--- config.mk ---
export PLATFORM = sky130hd
export DESIGN_NAME = mem_arbiter
export DESIGN_NICKNAME = d
export VERILOG_FILES = /design/src/rtl/mem_arbiter.sv
export SDC_FILE = /design/constraint.sdc
export NUM_CORES = 1
export LEC_CHECK = 0
export ABC_AREA = 0
export BUFFER_PORTS_ARGS = -buffer_cell sky130_fd_sc_hd__buf_2
export CAP_MARGIN = 20
export CORE_AREA = 2 2 150 152
export CTS_BUF_LIST = sky130_fd_sc_hd__clkbuf_16
export DETAILED_ROUTE_END_ITERATION = 10
export DIE_AREA = 0 0 152 154
export GPL_ROUTABILITY_DRIVEN = 0
export PLACE_DENSITY = 0.55
export SYNTH_ARGS = -nofsm -noshare
export SYNTH_HDL_FRONTEND = slang
export SYNTH_SLANG_ARGS = --single-unit
--- constraint.sdc ---
create_clock -name clk -period 1.89 [get_ports clk]
set_input_delay 0.378 -clock clk [delete_from_list [all_inputs] [get_ports clk]]
set_output_delay 0.378 -clock clk [all_outputs]
set_load 0.01 [all_outputs]
--- src/rtl/mem_arbiter.sv ---
// Two-requester (fetch / data) arbiter in front of a single-ported combinational memory.
// Optional fetch anti-starvation counter enabled by defining MEM_ARB_STARVE_EN.
module mem_arbiter #(
  parameter int AWIDTH     = 32,
  parameter int DWIDTH     = 32,
  parameter int STARVE_MAX = 4
) (
  input  logic              clk,
  input  logic              rst,
  input  logic              if_req_i,
  input  logic [AWIDTH-1:0] if_addr_i,
  output logic              if_gnt_o,
  output logic              if_rvalid_o,
  output logic [DWIDTH-1:0] if_rdata_o,
  input  logic              d_req_i,
  input  logic              d_we_i,
  input  logic [AWIDTH-1:0] d_addr_i,
  input  logic [DWIDTH-1:0] d_wdata_i,
  input  logic [2:0]        d_funct3_i,
  output logic              d_gnt_o,
  output logic              d_rvalid_o,
  output logic [DWIDTH-1:0] d_rdata_o,
  output logic [AWIDTH-1:0] mem_addr_o,
  output logic [DWIDTH-1:0] mem_wdata_o,
  output logic              mem_read_en_o,
  output logic              mem_write_en_o,
  output logic [2:0]        mem_funct3_o,
  input  logic [DWIDTH-1:0] mem_data_i
);

  typedef enum logic [1:0] {IDLE, SERVE_IF, SERVE_D, RESP} state_t;

  state_t            r_state, w_state_nxt;
  logic [AWIDTH-1:0] r_addr;
  logic [DWIDTH-1:0] r_wdata;
  logic              r_we;
  logic [2:0]        r_funct3;
  logic              r_owner_d;
  logic [DWIDTH-1:0] r_if_rdata, r_d_rdata;
  logic              w_slot, w_force_if, w_d_gnt, w_if_gnt, w_serve;

`ifdef MEM_ARB_STARVE_EN
  localparam logic [2:0] STARVE_LIM = 3'(STARVE_MAX);
  logic [2:0] r_starve_cnt;
`endif

  always_comb begin
    w_slot = (r_state == IDLE || r_state == RESP) && !rst;
`ifdef MEM_ARB_STARVE_EN
    w_force_if = (r_starve_cnt == STARVE_LIM) && if_req_i && d_req_i;
`else
    w_force_if = 1'b0;
`endif
    w_d_gnt  = w_slot && d_req_i && !w_force_if;
    w_if_gnt = w_slot && if_req_i && !w_d_gnt;
    w_serve  = (r_state == SERVE_IF || r_state == SERVE_D) && !rst;
  end

  always_comb begin
    w_state_nxt = r_state;
    case (r_state)
      IDLE, RESP: begin
        if (w_d_gnt)       w_state_nxt = SERVE_D;
        else if (w_if_gnt) w_state_nxt = SERVE_IF;
        else               w_state_nxt = IDLE;
      end
      SERVE_IF, SERVE_D: w_state_nxt = RESP;
      default:           w_state_nxt = IDLE;
    endcase
  end

  always_ff @(posedge clk) begin
    if (rst) r_state <= IDLE;
    else     r_state <= w_state_nxt;
  end

  // Latch the winner's payload; requesters may drop req right after gnt.
  always_ff @(posedge clk) begin
    if (rst) begin
      r_addr    <= '0;
      r_wdata   <= '0;
      r_we      <= 1'b0;
      r_funct3  <= 3'b000;
      r_owner_d <= 1'b0;
    end else if (w_d_gnt) begin
      r_addr    <= d_addr_i;
      r_wdata   <= d_wdata_i;
      r_we      <= d_we_i;
      r_funct3  <= d_funct3_i;
      r_owner_d <= 1'b1;
    end else if (w_if_gnt) begin
      r_addr    <= if_addr_i;
      r_wdata   <= '0;
      r_we      <= 1'b0;
      r_funct3  <= 3'b010;
      r_owner_d <= 1'b0;
    end
  end

  // Per-requester read data holds between rvalid pulses; writes return zero.
  always_ff @(posedge clk) begin
    if (rst) begin
      r_if_rdata <= '0;
      r_d_rdata  <= '0;
    end else if (r_state == SERVE_IF) begin
      r_if_rdata <= mem_data_i;
    end else if (r_state == SERVE_D) begin
      r_d_rdata <= r_we ? '0 : mem_data_i;
    end
  end

`ifdef MEM_ARB_STARVE_EN
  always_ff @(posedge clk) begin
    if (rst || !if_req_i || w_if_gnt) r_starve_cnt <= 3'd0;
    else if (w_d_gnt)                 r_starve_cnt <= r_starve_cnt + 3'd1;
  end
`endif

  always_comb begin
    if_gnt_o       = w_if_gnt;
    d_gnt_o        = w_d_gnt;
    if_rvalid_o    = (r_state == RESP) && !r_owner_d && !rst;
    d_rvalid_o     = (r_state == RESP) &&  r_owner_d && !rst;
    if_rdata_o     = rst ? '0 : r_if_rdata;
    d_rdata_o      = rst ? '0 : r_d_rdata;
    mem_addr_o     = w_serve ? r_addr   : '0;
    mem_wdata_o    = w_serve ? r_wdata  : '0;
    mem_funct3_o   = w_serve ? r_funct3 : 3'b000;
    mem_read_en_o  = w_serve && !r_we;
    mem_write_en_o = w_serve && r_we && (r_state == SERVE_D);
  end

endmodule

Word-level counts from Yosys, hierarchy flattened:

Index checks and enable logic that the tools add are counted.

* memories: 0
* memory bits (writable): 0
* output and inout port bits: 137
* bits in read-only memories: 0
* word-level logic and storage cells: 53
* flip-flop bits (word level): 135
* latch bits: 0
* input bits: 136

* bitwise logic cells: 1
* multiplexer cells: 18
* add/sub/neg operators: 0
* shifts and indexed selects: 0
* div/mod/pow operators: 0
* multipliers: 0
* order comparisons: 0
* reduce and logical (&&, ||, !) cells: 23
* equal/unequal tests: 3

Operator list (count)
* 2-to-1 mux 32 bit: 9
* logical AND 1 bit: 12
* 2-to-1 mux 3 bit: 3
* == test 2 bit, second input constant: 2
* logical NOT 1 bit: 4
* 2-to-1 mux 1 bit: 4
* case mux 2 bit (2 select lines): 1
* OR reduction 2 bit: 2
* == test 2 x 1 -> 1 bit, second input constant: 1
* logical NOT 2 bit: 1
* logical OR 1 bit: 2
* 2-to-1 mux 2 bit: 1
* AND reduction 2 bit: 1
* nonzero test 2 bit: 1
* inverter 1 bit: 1

Depth between registers and ports, before layout:

* depth after elaboration: 9
* mapped depth: 7
* depth with buffers taken out: 5

Worst setup path before layout:

Ideal clock, no wire load.

* kind: register to output
* start: reg r_state[0]
* end: out mem_funct3_o[0]
* path slack: 23 ps
* arrival: 1489 ps
* buffers on the path: 2
* stages on the path, launching flop included: 7
* cell sequence: dfxtp_1 -> inv_1 -> ha_1 -> nor2_2 -> clkbuf_1 -> clkbuf_2 -> and2_1

* cells in the longest elaborated chain, start to end: 4

RTL lines
* start: declaration: line 33 `state_t r_state, w_state_nxt;`
* start signal: assignment: line 74 `else r_state <= w_state_nxt;`
* == test 2 x 1 -> 1 bit / == test 2 bit (equally long branches): line 56 `w_serve = (r_state == SERVE_IF || r_state == SERVE_D) && !rst;`
* logical OR 1 bit *: line 56
* logical AND 1 bit *: line 56
* 2-to-1 mux 3 bit *: line 128 `mem_funct3_o = w_serve ? r_funct3 : 3'b000;`
* end: declaration: line 27 `output logic [2:0] mem_funct3_o,`

Every way passes the cells marked *; elsewhere a longest branch is shown, timed or not.

Worst setup path after layout:

* start: reg r_state[0]
* end: out mem_addr_o[23]

* cells in the longest elaborated chain, start to end: 4

RTL lines
* == test 2 x 1 -> 1 bit / == test 2 bit (equally long branches): line 56
* logical OR 1 bit *: line 56
* logical AND 1 bit *: line 56
* 2-to-1 mux 32 bit *: line 126 `mem_addr_o = w_serve ? r_addr : '0;`
* end: declaration: line 23 `output logic [AWIDTH-1:0] mem_addr_o,`

Marks and branches as above.

==> flow_metrics.py <==
metrics = {
    "global_route": {
        "grt_first_pass_wirelength_mm": 31.3,
        "grt_max_degree": 89,
        "antenna_found_initial": 0,
        "first_global_vias": 5819,
        "grt_overflow": 0,
        "track_usage_pct": 16.5,
    },
    "synth": {
        "avgSynthCellArea_um2": 9.01,
        "syn_area_um2": 6480,
        "synth.most_common_cell": "dfxtp_1",
        "netlist.area_leader.share_pct": 41.7,
        "yosys_most_used_dff": "dfxtp_1",
        "synth_edf_count": 0,
        "async_flop_share_pct": 0,
        "synthCells": 719,
        "yosysWarnings": 0,
        "synth_seq_area_share_pct": 41.7,
        "synth_area_leaders": "dfxtp_1, mux2i_1, nor2b_1, and2_1, a211oi_2",
        "yosys.area.top_type": "dfxtp_1",
        "synth-seq-cells": 135,
        "synth_top_cells_by_count": "dfxtp_1, nor2b_1, a21oi_1",
        "synth.net_count": 858,
        "yosysUniqueCellTypes": 31,
    },
    "sta": {
        "skew_ns": 0.00846,
        "period_share_pct": 113,
        "setup_viol": 71,
        "setup_tns_ns": -13.10,
        "worst_pin_slew_ns": 0.659,
        "setup_slack_ns": -0.245,
        "slew_headroom_pct": 55.9,
        "rsz0062_at_grt": "yes",
        "hold-worst-slack_ns": 0.199,
        "hold_viol_final": 0,
        "drv_slew": 0,
        "max_freq_ghz": 0.468,
        "fin_crit_ns": 2.14,
    },
    "clocking": {
        "cts_root_buf": "clkbuf_16",
        "cts_inserted_buffers": 17,
        "path_clk_slew_ns": 0.06,
        "cts_tree": "built",
        "h-tree-depth": 4,
        "insertion_delay_ns": 0.41,
        "cts_buffer_depth": 2,
        "clock-sinks": 135,
    },
    "worst_setup_path": {
        "setup.worst_path.end_class": "output port",
        "critPathArrivalTime_ns": 1.76,
        "critical_path_class": "reg2out",
        "worst-endpoint-required_ns": 1.51,
        "critPathMaxFanout": 8,
        "cp-start-kind": "flop",
    },
    "route": {
        "remaining_drc_errors": 0,
        "post_drt_wl_per_cell_um": 16.0,
        "dr.first_iter.drc_count": 232,
        "drt-total-wl_mm": 20.5,
        "dr.pass1.iters": 6,
        "routed_via_density": 4.64,
        "ant_nets": 0,
        "num_vias": 5925,
    },
    "floorplanning": {
        "die_w_um": 152,
        "ios": 273,
        "core-area_um2": 21700,
        "die-area_um2": 23400,
        "rows": 54,
        "die_height_um": 154,
        "start_util_pct": 29.9,
    },
    "flow_run": {
        "drv_cap": 0,
    },
    "placed_design": {
        "port_buffers": 272,
        "dp_hpwl_mm": 13.2,
    },
    "finish": {
        "nNetsFinal": 1123,
        "diodes": 0,
        "syn_to_final_growth_pct": 48.3,
        "drive_gt1_share_pct": 47.4,
    },
    "status": {
        "status": "complete, but fails checks",
        "violations": "setup timing",
    },
    "hold_path": {
        "hp-class": "in2reg",
    },
    "power": {
        "power.density_nw_per_um2": 1020,
        "leakage_nw": 4.27,
        "peakVddDrop_mv": 0.706,
    },
}
==> metal layers <==
metal | global-route usage (%) | vias to the layer above | routed length [um]
met5 | 0 | - | 0
met4 | 4.14 | 0 | 273
met3 | 6.68 | 18 | 1470
met2 | 27.2 | 211 | 9940
met1 | 20.2 | 2768 | 8790
li1 | - | 2928 | -
==> repair_timing <==
item / 4_1_cts / 5_1_grt
pin swaps: 12 / 29
endpoints found under the setup margin: 71 / 71
setup buffers: 12 / 0
hold buffers: 0 / 0
gates cloned: 5 / 4
resized for setup: 53 / 90
==> worst paths after layout <==
| check | from | end | slack (ns) | depth (start not counted) |
|---|---|---|---|---|
| worst max-delay path | r_state[0] | mem_addr_o[23] | -0.25 | 7 |
| worst min-delay path | d_wdata_i[12] | r_wdata[12] | 0.20 | 3 |
| worst max register to register | r_state[0] | r_addr[0] | 0.23 | 8 |
| worst min register to register | r_d_rdata[31] | r_d_rdata[31] | 0.46 | 2 |
==> power by group <==
part	total [mW]	switching (mW)	leakage (nW)	internal, mW
logic	2.96	1.48	2.87	1.48
registers	3.42	0.203	1.10	3.22
clock network	3.42	1.33	0.298	2.08
total	9.79	3.01	4.27	6.78
==> metrics by stage <==
step | total power, mW | worst slack (ns) | util [%] | instances | instance area (um^2)
detailed placement | 5.84 | 0.110 | 37.5 | 1229 | 8140
floorplan | 5.06 | 0.0234 | - | 719 | 6480
global route | 10.3 | -0.331 | 44.3 | 1277 | 9610
finish | 9.79 | -0.245 | 44.3 | 1277 | 9610
global placement | 5.81 | 0.122 | 37.5 | 1229 | 8140
CTS | 9.79 | -0.285 | 42.6 | 1278 | 9230
==> state kept, by name (all words and copies together), names as in the netlist <==
signal / flops
r_addr: 32
r_state: 2
r_owner_d: 1
r_funct3: 3
r_wdata: 32
r_we: 1
r_if_rdata: 32
r_d_rdata: 32
==> placed cells by master, fill, tap and decap left out, types with 2 or more instances in the layout <==
cell,Yosys,layout
a211oi_2,30,30
buf_16,0,2
nand2b_1,2,2
a211oi_1,2,2
and2_1,67,9
buf_2,30,209
o21ai_1,29,29
nor2b_1,97,95
buf_12,3,15
mux2i_1,64,64
nor3_1,3,2
nor2_1,64,64
and3_4,0,2
clkinv_4,0,5
o21ai_0,6,6
clkbuf_16,0,21
buf_6,3,64
clkinv_2,0,2
nor2_4,2,3
bufinv_16,0,3
inv_1,3,3
buf_4,8,16
a21oi_2,29,29
and2_4,0,58
dfxtp_1,135,133
nand2_1,36,36
a21oi_1,72,72
==> final cells by class <==
type	count	area [um^2]
sequential	135	2710
inverter	3	11.3
clock buffer	17	425
fill	2151	12100
timing repair buffer	311	2360
multi-input combinational	516	3580
tap	280	350
clock inverter	15	179
==> cell families after synthesis <==
family / Yosys count / share of synthesized area [%]
AO/OA/AOI/OAI: 169 / 18.3
multiplexers: 64 / 9.89
buffers and inverters: 68 / 6.10
flip-flops: 135 / 41.7
AND/OR/NAND/NOR: 280 / 23.4
adder cells (fa/ha/maj): 3 / 0.579
==> critical path, cell delays in order (launching register included) <==
cell       delay [ns]
dfxtp_2          0.33
inv_2            0.04
ha_4             0.24
nor2_4           0.13
buf_12           0.18
clkbuf_16        0.16
and2_1           0.13
buf_2            0.14
Note: power is estimated with default switching activity, not from simulation.
